<file path="src/rtl/gray_bcd_scan_display.sv">
// gray_bcd_scan_display
//   Takes a WIDTH-bit Gray code from the board switches and synchronises it.
//   Decodes it to binary and converts it to BCD with a sequential
//   double-dabble engine, one iteration per clock. The BCD result drives a
//   DIGITS-wide multiplexed 7-segment display with leading-zero blanking.
//
// Ports
//   clk        system clock, all state on the rising edge
//   rst_n      asynchronous active-low reset
//   gray_code  Gray-coded switch value, asynchronous to clk
//   seg        segment drive, active-high, seg[0]=a .. seg[6]=g (registered)
//   an         digit enables, active-low one-hot, an[0] = units (registered)
//   bcd        last converted value, nibble i = decimal digit i (registered)
//   busy       high while a conversion is running (registered)
//   valid      one-cycle pulse in the cycle bcd takes a new value (registered)

module gray_bcd_scan_display #(
    parameter int WIDTH    = 4,
    parameter int DIGITS   = 2,
    parameter int SCAN_DIV = 27000
) (
    input  logic                  clk,
    input  logic                  rst_n,
    input  logic [WIDTH-1:0]      gray_code,
    output logic [6:0]            seg,
    output logic [DIGITS-1:0]     an,
    output logic [4*DIGITS-1:0]   bcd,
    output logic                  busy,
    output logic                  valid
);

    localparam int BCD_W  = 4 * DIGITS;
    localparam int ITER_W = $clog2(WIDTH);
    localparam int IDX_W  = (DIGITS > 1) ? $clog2(DIGITS) : 1;
    localparam int SCAN_W = $clog2(SCAN_DIV);

    function automatic longint unsigned pow10(input int n);
        longint unsigned p;
        p = 64'd1;
        for (int i = 0; i < n; i++) begin
            p = p * 64'd10;
        end
        return p;
    endfunction

    // Refuse to build a display that cannot show the full input range.
    generate
        if (WIDTH < 2 || WIDTH > 12) begin : g_bad_width
            $error("gray_bcd_scan_display: WIDTH must be 2..12");
        end
        if (SCAN_DIV < 2) begin : g_bad_scan_div
            $error("gray_bcd_scan_display: SCAN_DIV must be at least 2");
        end
        if (pow10(DIGITS) <= ((64'd1 << WIDTH) - 64'd1)) begin : g_too_few_digits
            $error("gray_bcd_scan_display: DIGITS too small for WIDTH");
        end
    endgenerate

    typedef enum logic {
        ST_IDLE  = 1'b0,
        ST_SHIFT = 1'b1
    } state_t;

    function automatic logic [WIDTH-1:0] gray2bin(input logic [WIDTH-1:0] g);
        logic [WIDTH-1:0] b;
        b[WIDTH-1] = g[WIDTH-1];
        for (int i = WIDTH - 2; i >= 0; i--) begin
            b[i] = b[i+1] ^ g[i];
        end
        return b;
    endfunction

    // One double-dabble iteration: correct every nibble >= 5, then shift.
    function automatic logic [BCD_W+WIDTH-1:0] dd_step(input logic [BCD_W-1:0] acc,
                                                        input logic [WIDTH-1:0] sh);
        logic [BCD_W-1:0] adj;
        for (int i = 0; i < DIGITS; i++) begin
            adj[4*i +: 4] = (acc[4*i +: 4] >= 4'd5) ? (acc[4*i +: 4] + 4'd3) : acc[4*i +: 4];
        end
        return {adj, sh} << 1'b1;
    endfunction

    function automatic logic [6:0] seg7(input logic [3:0] d);
        case (d)
            4'd0:    return 7'h3F;
            4'd1:    return 7'h06;
            4'd2:    return 7'h5B;
            4'd3:    return 7'h4F;
            4'd4:    return 7'h66;
            4'd5:    return 7'h6D;
            4'd6:    return 7'h7D;
            4'd7:    return 7'h07;
            4'd8:    return 7'h7F;
            4'd9:    return 7'h6F;
            default: return 7'h00;
        endcase
    endfunction

    logic [WIDTH-1:0]       r_sync1;
    logic [WIDTH-1:0]       r_sync2;
    logic [WIDTH-1:0]       r_last_bin;
    logic [WIDTH-1:0]       r_shift;
    logic [BCD_W-1:0]       r_acc;
    logic [ITER_W-1:0]      r_iter;
    logic [BCD_W-1:0]       r_bcd;
    logic                   r_busy;
    logic                   r_valid;
    logic [SCAN_W-1:0]      r_scan_cnt;
    logic [IDX_W-1:0]       r_digit_idx;
    logic [6:0]             r_seg;
    logic [DIGITS-1:0]      r_an;
    state_t                 r_state;
    state_t                 w_state_next;

    logic [WIDTH-1:0]       w_decode;
    logic                   w_start;
    logic                   w_last_iter;
    logic [BCD_W+WIDTH-1:0] w_step;
    logic [3:0]             w_cur_nib;
    logic                   w_cur_blank;
    logic                   w_higher_zero;

    assign w_decode    = gray2bin(r_sync2);
    assign w_start     = (r_state == ST_IDLE) && (w_decode != r_last_bin);
    assign w_last_iter = (r_iter == ITER_W'(WIDTH - 1));
    assign w_step      = dd_step(r_acc, r_shift);

    assign seg   = r_seg;
    assign an    = r_an;
    assign bcd   = r_bcd;
    assign busy  = r_busy;
    assign valid = r_valid;

    // Two-flop synchroniser for the asynchronous switch inputs.
    always_ff @(posedge clk or negedge rst_n) begin
        if (!rst_n) begin
            r_sync1 <= '0;
            r_sync2 <= '0;
        end else begin
            r_sync1 <= gray_code;
            r_sync2 <= r_sync1;
        end
    end

    // Conversion FSM state register.
    always_ff @(posedge clk or negedge rst_n) begin
        if (!rst_n) begin
            r_state <= ST_IDLE;
        end else begin
            r_state <= w_state_next;
        end
    end

    // Conversion FSM next-state logic.
    always_comb begin
        w_state_next = r_state;
        case (r_state)
            ST_IDLE: begin
                if (w_start) begin
                    w_state_next = ST_SHIFT;
                end else begin
                    w_state_next = ST_IDLE;
                end
            end
            ST_SHIFT: begin
                if (w_last_iter) begin
                    w_state_next = ST_IDLE;
                end else begin
                    w_state_next = ST_SHIFT;
                end
            end
            default: w_state_next = ST_IDLE;
        endcase
    end

    // Double-dabble datapath, result register and status flags.
    always_ff @(posedge clk or negedge rst_n) begin
        if (!rst_n) begin
            r_last_bin <= '0;
            r_shift    <= '0;
            r_acc      <= '0;
            r_iter     <= '0;
            r_bcd      <= '0;
            r_valid    <= 1'b0;
            r_busy     <= 1'b0;
        end else begin
            case (r_state)
                ST_IDLE: begin
                    r_valid <= 1'b0;
                    if (w_start) begin
                        r_shift    <= w_decode;
                        r_acc      <= '0;
                        r_last_bin <= w_decode;
                        r_iter     <= '0;
                    end
                end
                ST_SHIFT: begin
                    {r_acc, r_shift} <= w_step;
                    r_iter           <= r_iter + ITER_W'(1);
                    if (w_last_iter) begin
                        r_bcd   <= w_step[BCD_W+WIDTH-1 -: BCD_W];
                        r_valid <= 1'b1;
                    end else begin
                        r_valid <= 1'b0;
                    end
                end
                default: r_valid <= 1'b0;
            endcase
            r_busy <= (w_state_next == ST_SHIFT);
        end
    end

    // Select the lit digit's nibble; a digit is blank when it and every
    // more-significant nibble are zero, except the units digit.
    always_comb begin
        w_cur_nib     = 4'd0;
        w_cur_blank   = 1'b0;
        w_higher_zero = 1'b1;
        for (int i = DIGITS - 1; i >= 0; i--) begin
            w_higher_zero = w_higher_zero && (r_bcd[4*i +: 4] == 4'd0);
            w_cur_nib     = (r_digit_idx == IDX_W'(i)) ? r_bcd[4*i +: 4] : w_cur_nib;
            w_cur_blank   = (r_digit_idx == IDX_W'(i)) ? (w_higher_zero && (i != 0)) : w_cur_blank;
        end
    end

    // Scan timer, digit pointer and registered display drive.
    always_ff @(posedge clk or negedge rst_n) begin
        if (!rst_n) begin
            r_scan_cnt  <= '0;
            r_digit_idx <= '0;
            r_an        <= {DIGITS{1'b1}};
            r_seg       <= 7'h00;
        end else begin
            if (r_scan_cnt == SCAN_W'(SCAN_DIV - 1)) begin
                r_scan_cnt  <= '0;
                r_digit_idx <= (r_digit_idx == IDX_W'(DIGITS - 1)) ? '0 : (r_digit_idx + IDX_W'(1));
            end else begin
                r_scan_cnt <= r_scan_cnt + SCAN_W'(1);
            end
            r_an  <= ~(DIGITS'(1) << r_digit_idx);
            r_seg <= w_cur_blank ? 7'h00 : seg7(w_cur_nib);
        end
    end

endmodule

</file>
<file path="config.mk">
export PLATFORM = sky130hd
export DESIGN_NAME = gray_bcd_scan_display
export DESIGN_NICKNAME = d
export VERILOG_FILES = /design/src/rtl/gray_bcd_scan_display.sv
export SDC_FILE = /design/constraint.sdc
export NUM_CORES = 1
export LEC_CHECK = 0
export CAP_MARGIN = 10
export CORE_MARGIN = 4
export CORE_UTILIZATION = 64
export CTS_BUF_LIST = sky130_fd_sc_hd__clkbuf_4
export DETAILED_ROUTE_END_ITERATION = 10
export GPL_ROUTABILITY_DRIVEN = 0
export MAX_ROUTING_LAYER = met4
export PLACE_DENSITY_LB_ADDON = 0.15
export SETUP_SLACK_MARGIN = 0.1
export SLEW_MARGIN = 20
export SYNTH_ARGS = -nofsm -noshare
export SYNTH_HDL_FRONTEND = slang
export SYNTH_SLANG_ARGS = --single-unit
</file>
<file path="constraint.sdc">
create_clock -name clk -period 3.41 [get_ports clk]
set_input_delay 0.5115 -clock clk [delete_from_list [all_inputs] [get_ports clk]]
set_output_delay 0.5115 -clock clk [all_outputs]
set_load 0.1 [all_outputs]
</file>
==> run summary, run 1 <==
Buffers inserted during clock tree synthesis total 9. In this run the post-CTS setup repair buffer count came out at 0. In this run the cell area of the synthesized design comes to 2760 um^2. For this run, the top clock speed supported by timing is 0.391 GHz. Across all setup checks in the final design, the least slack found is 0.854 ns. In the routed layout, each cell is associated on average with a via count of 5.68. The average instance area after synthesis came out at 11.6 um^2. The synthesized instance count is 238, and the clock insertion delay at the later pin of the skew report is 0.40 ns. The run finished with clean final reports. The type of the most critical hold path was in2async.

Biggest fanout along the worst timing path: 1. The library cell used most frequently in the layout, excluding fill and tap cells, is sky130_fd_sc_hd__dfrtp_1. On the final layout, the worst clock skew is 0.0175 ns.

Synthesis instantiated 34 different standard cells from the library. The worst path in the final design needs a cycle of 2.56 ns, including I/O delays and setup. The logs give 7820 um for the first-pass GRT wire length and 4460 um for the wire length after detailed routing. The detailed router finished its first iteration with 84 violations. In this design, the largest share of critical-path delay is due to buffers and inverters.

In this run, post-CTS repair resized a total of 0 instances. In this run the tool buffered the top-level ports with 24 buffer cells. Global routing used 19.9% of the available tracks across all layers. The initialized floorplan defines 23 standard-cell rows. The maximum level of the CTS H-tree was 3; the core outline area was 4090 um^2. Summed over all nets, the half-perimeter wirelength after detailed placement is 3090 um. Before antenna repair, the detailed router went through 5 iterations. Final number of setup-violating endpoints: 0.

For the net count after synthesis, the log shows 254. The number of antenna violations at the first check in global routing was 0; the clock net sink count was 61. For the worst path required time, the log shows 2.90 ns. After synthesis the netlist holds a flip-flop and latch count of 61. Setup repair after global routing left no endpoint under its margin. In the layout the commonest cells are sky130_fd_sc_hd__dfrtp_1 (59), sky130_fd_sc_hd__nand2_1 (25), sky130_fd_sc_hd__clkdlybuf4s50_1 (22), sky130_fd_sc_hd__nor2_1 (18), sky130_fd_sc_hd__xnor2_1 (11). The worst setup path is captured at a primary output.

The average wire length per cell after detail routing works out to 13.8 um. The area growth from synthesis to layout is 15.4%. The pin count of the biggest net entering global routing is 43, and the initial core utilization is 67.5%. Start-to-end type of the worst setup path: reg2out. The worst slack after detailed placement is 1.28 ns, and the arrival time at the worst endpoint is 2.04 ns. The Yosys step of the flow raised 0 warnings. The worst pin sits at a relative slew slack of 34.0%. Once detail routing completed, the nets flagged for antenna violations numbered 0.

The ratio of final minimum period to clock period was 75.0%; the maximum count of clock buffers along a single path was 2. On the worst path, the slowest cell contributes a delay of 1.12 ns. Global routing finished with a remaining overflow of 0.

Max-cap violations in this run came to 0. The via count of the first global-routing pass is 1774, and the number of buffers inserted by hold repair at cts is 0. The final-report hold violation count was 0. TritonCTS built the clock tree. Measured along the y axis, the die boundary spans 73.6 um. The x dimension of the die was 73.6 um; the transition at the pin with the smallest max-transition slack was 0.987 ns.

Via count: 1841. The tools report the type of origin of the critical path as a flip-flop. The antenna diode instance count came out at 0.

The cell sitting at the root of the clock tree is a sky130_fd_sc_hd__clkbuf_4. After clock tree synthesis, the clock-pin slew on the worst setup and hold paths is 0.10 ns. The number of pins exceeding their max-slew limit in the final report was 0; the sequential-to-total area share from yosys stat was 55.5%. In the routed design, unresolved DRC markers number 0. For this design, the slowest cell found on the critical path is sky130_fd_sc_hd__clkdlybuf4s50_1. The share of layout cells above drive strength 1 came out at 12.4%.

The critical path goes through clkdlybuf4s50_1. The total negative slack was 0 ns. The tools report the number of nets in the layout as 285.

The boundary pin count was 25. The die covers 5420 um^2. The combined buffer and inverter count along the critical path was 1.
[path summary, 6_finish.rpt]
path                            start         end  slack [ns]  cells after the start
hold / removal                  rst_n    r_acc[7]        0.21                      1
setup reg to reg           r_sync2[1]  r_shift[2]        1.30                      4
setup / recovery                an[1]       an[1]        0.85                      1
max in group asynchronous       rst_n  r_sync2[3]        2.39                      2
hold reg to reg            r_sync1[1]  r_sync2[1]        0.36                      0
min in group clk           r_sync1[1]  r_sync2[1]        0.36                      0
[metal layers]
layer	GRT usage, %	wire length [um]	up-vias
met2	30.5	2050	52
met3	6.29	261	8
met4	10.3	93	0
met1	23.6	2060	888
met5	-	0	-
li1	-	-	893
[cells in the mapped netlist (all sizes together)]
library cell   n  area share (%)
dfrtp         59              54
nand2         25             3.4
nor2          18             2.5
xnor2         12             4.1
o21ai         11             2.0
a21oi         10             1.8
ha            10             4.5
mux2          10             4.1
mux2i         10             3.6
xor2          10             3.2
a22o           9             2.9
inv            9             1.2
nand3          8             1.5
clkbuf         4            0.54
nand4          4            0.91
nand4b         4             1.3
a31oi          3            0.68
nand2b         3            0.68
and3           2            0.45
and4           2            0.64
buf            2            0.82
dfstp          2             1.9
nor3           2            0.36
nor3b          2            0.54
a211oi         1            0.73
nor2b          1            0.23
nor4           1            0.23
nor4b          1            0.32
nor4bb         1            0.36
or2            1            0.23
xnor3          1            0.82
[metrics by stage]
step	utilization [%]	hold WS [ns]	instances	area, um^2
final	77.9	0.214	324	3180
after global routing	77.9	0.290	324	3180
after CTS	77.9	0.232	324	3180
after detailed placement	74.1	0.342	308	3030
after global placement	74.1	0.332	308	3030
after floorplan	-	0.216	238	2760
[sequential cells by signal (all words and copies together), names as in the netlist, 2 cells and up]
signal      cells
an              2
bcd             8
r_acc           8
r_iter          2
r_last_bin      4
r_scan_cnt     15
r_shift         4
r_sync1         4
r_sync2         4
seg             7
[logic make-up (layout without fill, tap and decap cells)]
group	count (synthesis)	in the layout	share of synthesized area, %
adder cells (fa/ha/maj)	10	10	4.54
AND/OR/NAND/NOR	75	75	13.5
flip-flops	61	61	55.5
XOR/XNOR	23	23	8.08
multiplexers	20	20	7.72
buffers and inverters	15	51	2.59
AO/OA/AOI/OAI	34	34	8.08
[cell type report]
cell class	instances	area [um^2]
clock buffers	10	75.1
fillers	267	905
repair buffers	26	248
well taps	50	62.6
multi-input cells	162	1160
inverters	9	33.8
clock inverters	6	77.6
flip-flops and latches	61	1530
Power of run 1 is left out: the tool's default activity adds up to more than one toggle a clock period on the data nets, which glitch-free logic cannot reach.
==> run 2: changes to the inputs <==
--- a/config.mk
+++ b/config.mk
@@ -7,7 +7,7 @@
 export LEC_CHECK = 0
 export CAP_MARGIN = 10
 export CORE_MARGIN = 4
-export CORE_UTILIZATION = 64
+export CORE_UTILIZATION = 53
 export CTS_BUF_LIST = sky130_fd_sc_hd__clkbuf_4
 export DETAILED_ROUTE_END_ITERATION = 10
 export GPL_ROUTABILITY_DRIVEN = 0
==> constraint.sdc (replaced) <==
create_clock -name clk -period 2.1 [get_ports clk]
set_input_delay 0.315 -clock clk [delete_from_list [all_inputs] [get_ports clk]]
set_output_delay 0.315 -clock clk [all_outputs]
set_load 0.1 [all_outputs]
==> run summary, run 2 (synthesis gave the netlist of run 1 again) <==
The x dimension of the die is 80.1 um (+8.8%). The run gives 0.347 ns (+0.133 ns) as the worst hold margin. The logs give 290 (+1.8%) for the number of nets in the layout and 61 (unchanged) for the clock net sink count. The tools report the aggregate global routing overflow as 0 (unchanged). TritonCTS built the clock tree. The tools report the DRC violations left as 0 (unchanged). For the met1 routing resource usage after global routing, the log shows 20.2% (-3.4 points). For the iteration count of the initial detailed-routing pass, the log shows 4 (-1). The biggest fanout along the worst timing path was 17 (+16).

The root buffer cell was sky130_fd_sc_hd__clkbuf_4. The tools report the maximum count of clock buffers along a single path as 2 (unchanged). The tools report the met2 track demand over resource in global routing as 26.2% (-4.4 points). The highest attainable clock frequency was 0.539 GHz; the flip-flop count of the largest register after layout was 15 (unchanged). Core outline area: 4880 um^2 (+19%). The library cells used most frequently in the layout, excluding fill and tap cells, are sky130_fd_sc_hd__dfrtp_1 (58), sky130_fd_sc_hd__nand2_1 (25), sky130_fd_sc_hd__buf_4 (23), sky130_fd_sc_hd__nor2_1 (17). The overall die area came out at 6420 um^2 (+18%). The total negative slack was 0 ns (unchanged). The transition at the pin with the smallest max-transition slack was 0.580 ns (-0.407 ns).

STA classifies the critical path startpoint as a flip-flop. The register with the most flip-flops was r_scan_cnt. Sum of net half-perimeters after detailed placement: 3160 um (+2.2%).

The final critical path takes up 88.4% of the cycle. The global-route usage over all layers came out at 16.8% (-3.2 points). The layout overhead on the synthesized area was 17.5%; the final-report hold violation count was 0 (unchanged). The initial core utilization was 56.5% (-11 points).

Number of pins exceeding their max-slew limit in the final report: 0 (unchanged). The height of the die was 80.1 um (+8.8%). The share of the core filled with cells was 66.4% (-12 points); the number of antenna violations at the first check in global routing was 0 (unchanged).

For the arrival time at the worst endpoint, the log shows 2.16 ns (+0.12 ns). The slowest stage of the critical path belongs to the cell sky130_fd_sc_hd__dfrtp_1. The headroom to the max-slew limit came out at 61.3% (+27 points). The worst clock skew is 0.0166 ns (-0.000870 ns), and the count of port buffers added during placement is 24 (unchanged). Commonest non-fill, non-tap cell in the layout: sky130_fd_sc_hd__dfrtp_1. The antenna diode instance count is 0 (unchanged). The share of layout cells above drive strength 1 was 21.5% (+9.1 points). The tools report the clock insertion delay at the later pin of the skew report as 0.39 ns (about the same).

The run gives 2.41 ns (-0.49 ns) as the worst path required time. The clock edge transition at the registers on the reported setup and hold paths works out to 0.10 ns (about the same). The run gives 72 (-14%) as the DRC marker count from the first detailed-route iteration. The run finished with clean final reports. The type of destination of the critical path is a flip-flop.

The tools report the first-pass GRT wire length as 7940 um (+1.5%). Delay contributed by the slowest stage of the critical path: 0.45 ns (-0.67 ns). The tightest min-delay check is of the reg2reg type. The average wire length per cell after detail routing came out at 13.4 um (-2.9%). Busiest metal layer after global routing: met2. The tools report the boundary pin count as 25 (unchanged). The reported max-cap violation count is 0 (unchanged). Counting I/O delays and the setup requirement, the final critical path takes 1.86 ns. The run gives 0 (unchanged) as the final number of setup-violating endpoints. The via count of the first global-routing pass was 1769 (-0.28%); the post-CTS setup buffer count was 0 (unchanged).

The tools report the pin count of the biggest net entering global routing as 38 (-12%). The antenna violation net count after detailed routing was 0 (unchanged); the total CTS buffers was 9 (unchanged). The signal on the critical path passes through xnor2_2 > mux2_2 > a211oi_4 > buf_4 > nand2_1 > o21ai_0. The via count normalized by instance count works out to 5.30 (-6.7%). The start-to-end type of the worst setup path is reg2reg. The met3 capacity usage during global routing is 3.48% (-2.8 points).

For the via count, the log shows 1834 (-0.38%). The tools report the wire length after detailed routing as 4630 um (+3.7%). Standard-cell row count: 25 (+8.7%). Setup repair after global routing left no endpoint under its margin. Maximum level of the CTS H-tree: 3 (unchanged).
run 2: worst paths after layout:
kind	start	end	slack (ns)	depth (start not counted)
min reg2reg	r_sync1[1]	r_sync2[1]	0.35	0
max reg2reg	r_sync2[1]	r_shift[2]	0.24	6
max in group asynchronous	rst_n	an[0]	0.99	3
min in group asynchronous	rst_n	bcd[6]	0.44	2
min	r_sync1[1]	r_sync2[1]	0.35	0
max	r_sync2[1]	r_shift[2]	0.24	6
run 2: area by class of cell:
class	count	area, um^2
repair buffers	31	268
fillers	392	1640
inverters	9	33.8
multi-input cells	162	1170
clock buffers	10	75.1
well taps	67	83.8
clock inverters	6	77.6
flip-flops and latches	61	1530
run 2: routing by layer:
layer	vias to the layer above	wire length, um
met5	-	0
met4	0	92
met3	7	196
met2	35	2140
met1	889	2200
li1	903	-
run 2: timing repair:
| action | in CTS | in global routing |
|---|---|---|
| endpoints found under the hold margin | 24 | 0 |
| hold buffers | 1 | 0 |
| resized for setup | 0 | 3 |
| setup endpoints to repair | 0 | 4 |
run 2: worst max-delay path, delay by kind of cell (launching register included):
kind	cells	cell delay [ns]
DFF	1	0.45
muxes	1	0.40
AOI/OAI and AO/OA	2	0.34
buffers and inverters	1	0.25
xor gates and xnor gates	1	0.24
and+or+nand+nor	1	0.09
run 2: metrics by stage:
stage          cell area (um^2)  setup WS (ns)  std cells
6_report                   3240          0.243        346
3_3_place_gp               3060          0.256        329
5_1_grt                    3240          0.124        346
2_1_floorplan              2760          0.101        238
4_1_cts                    3220          0.108        346
3_5_place_dp               3060          0.124        329
Power of run 2 is left out for the same reason.
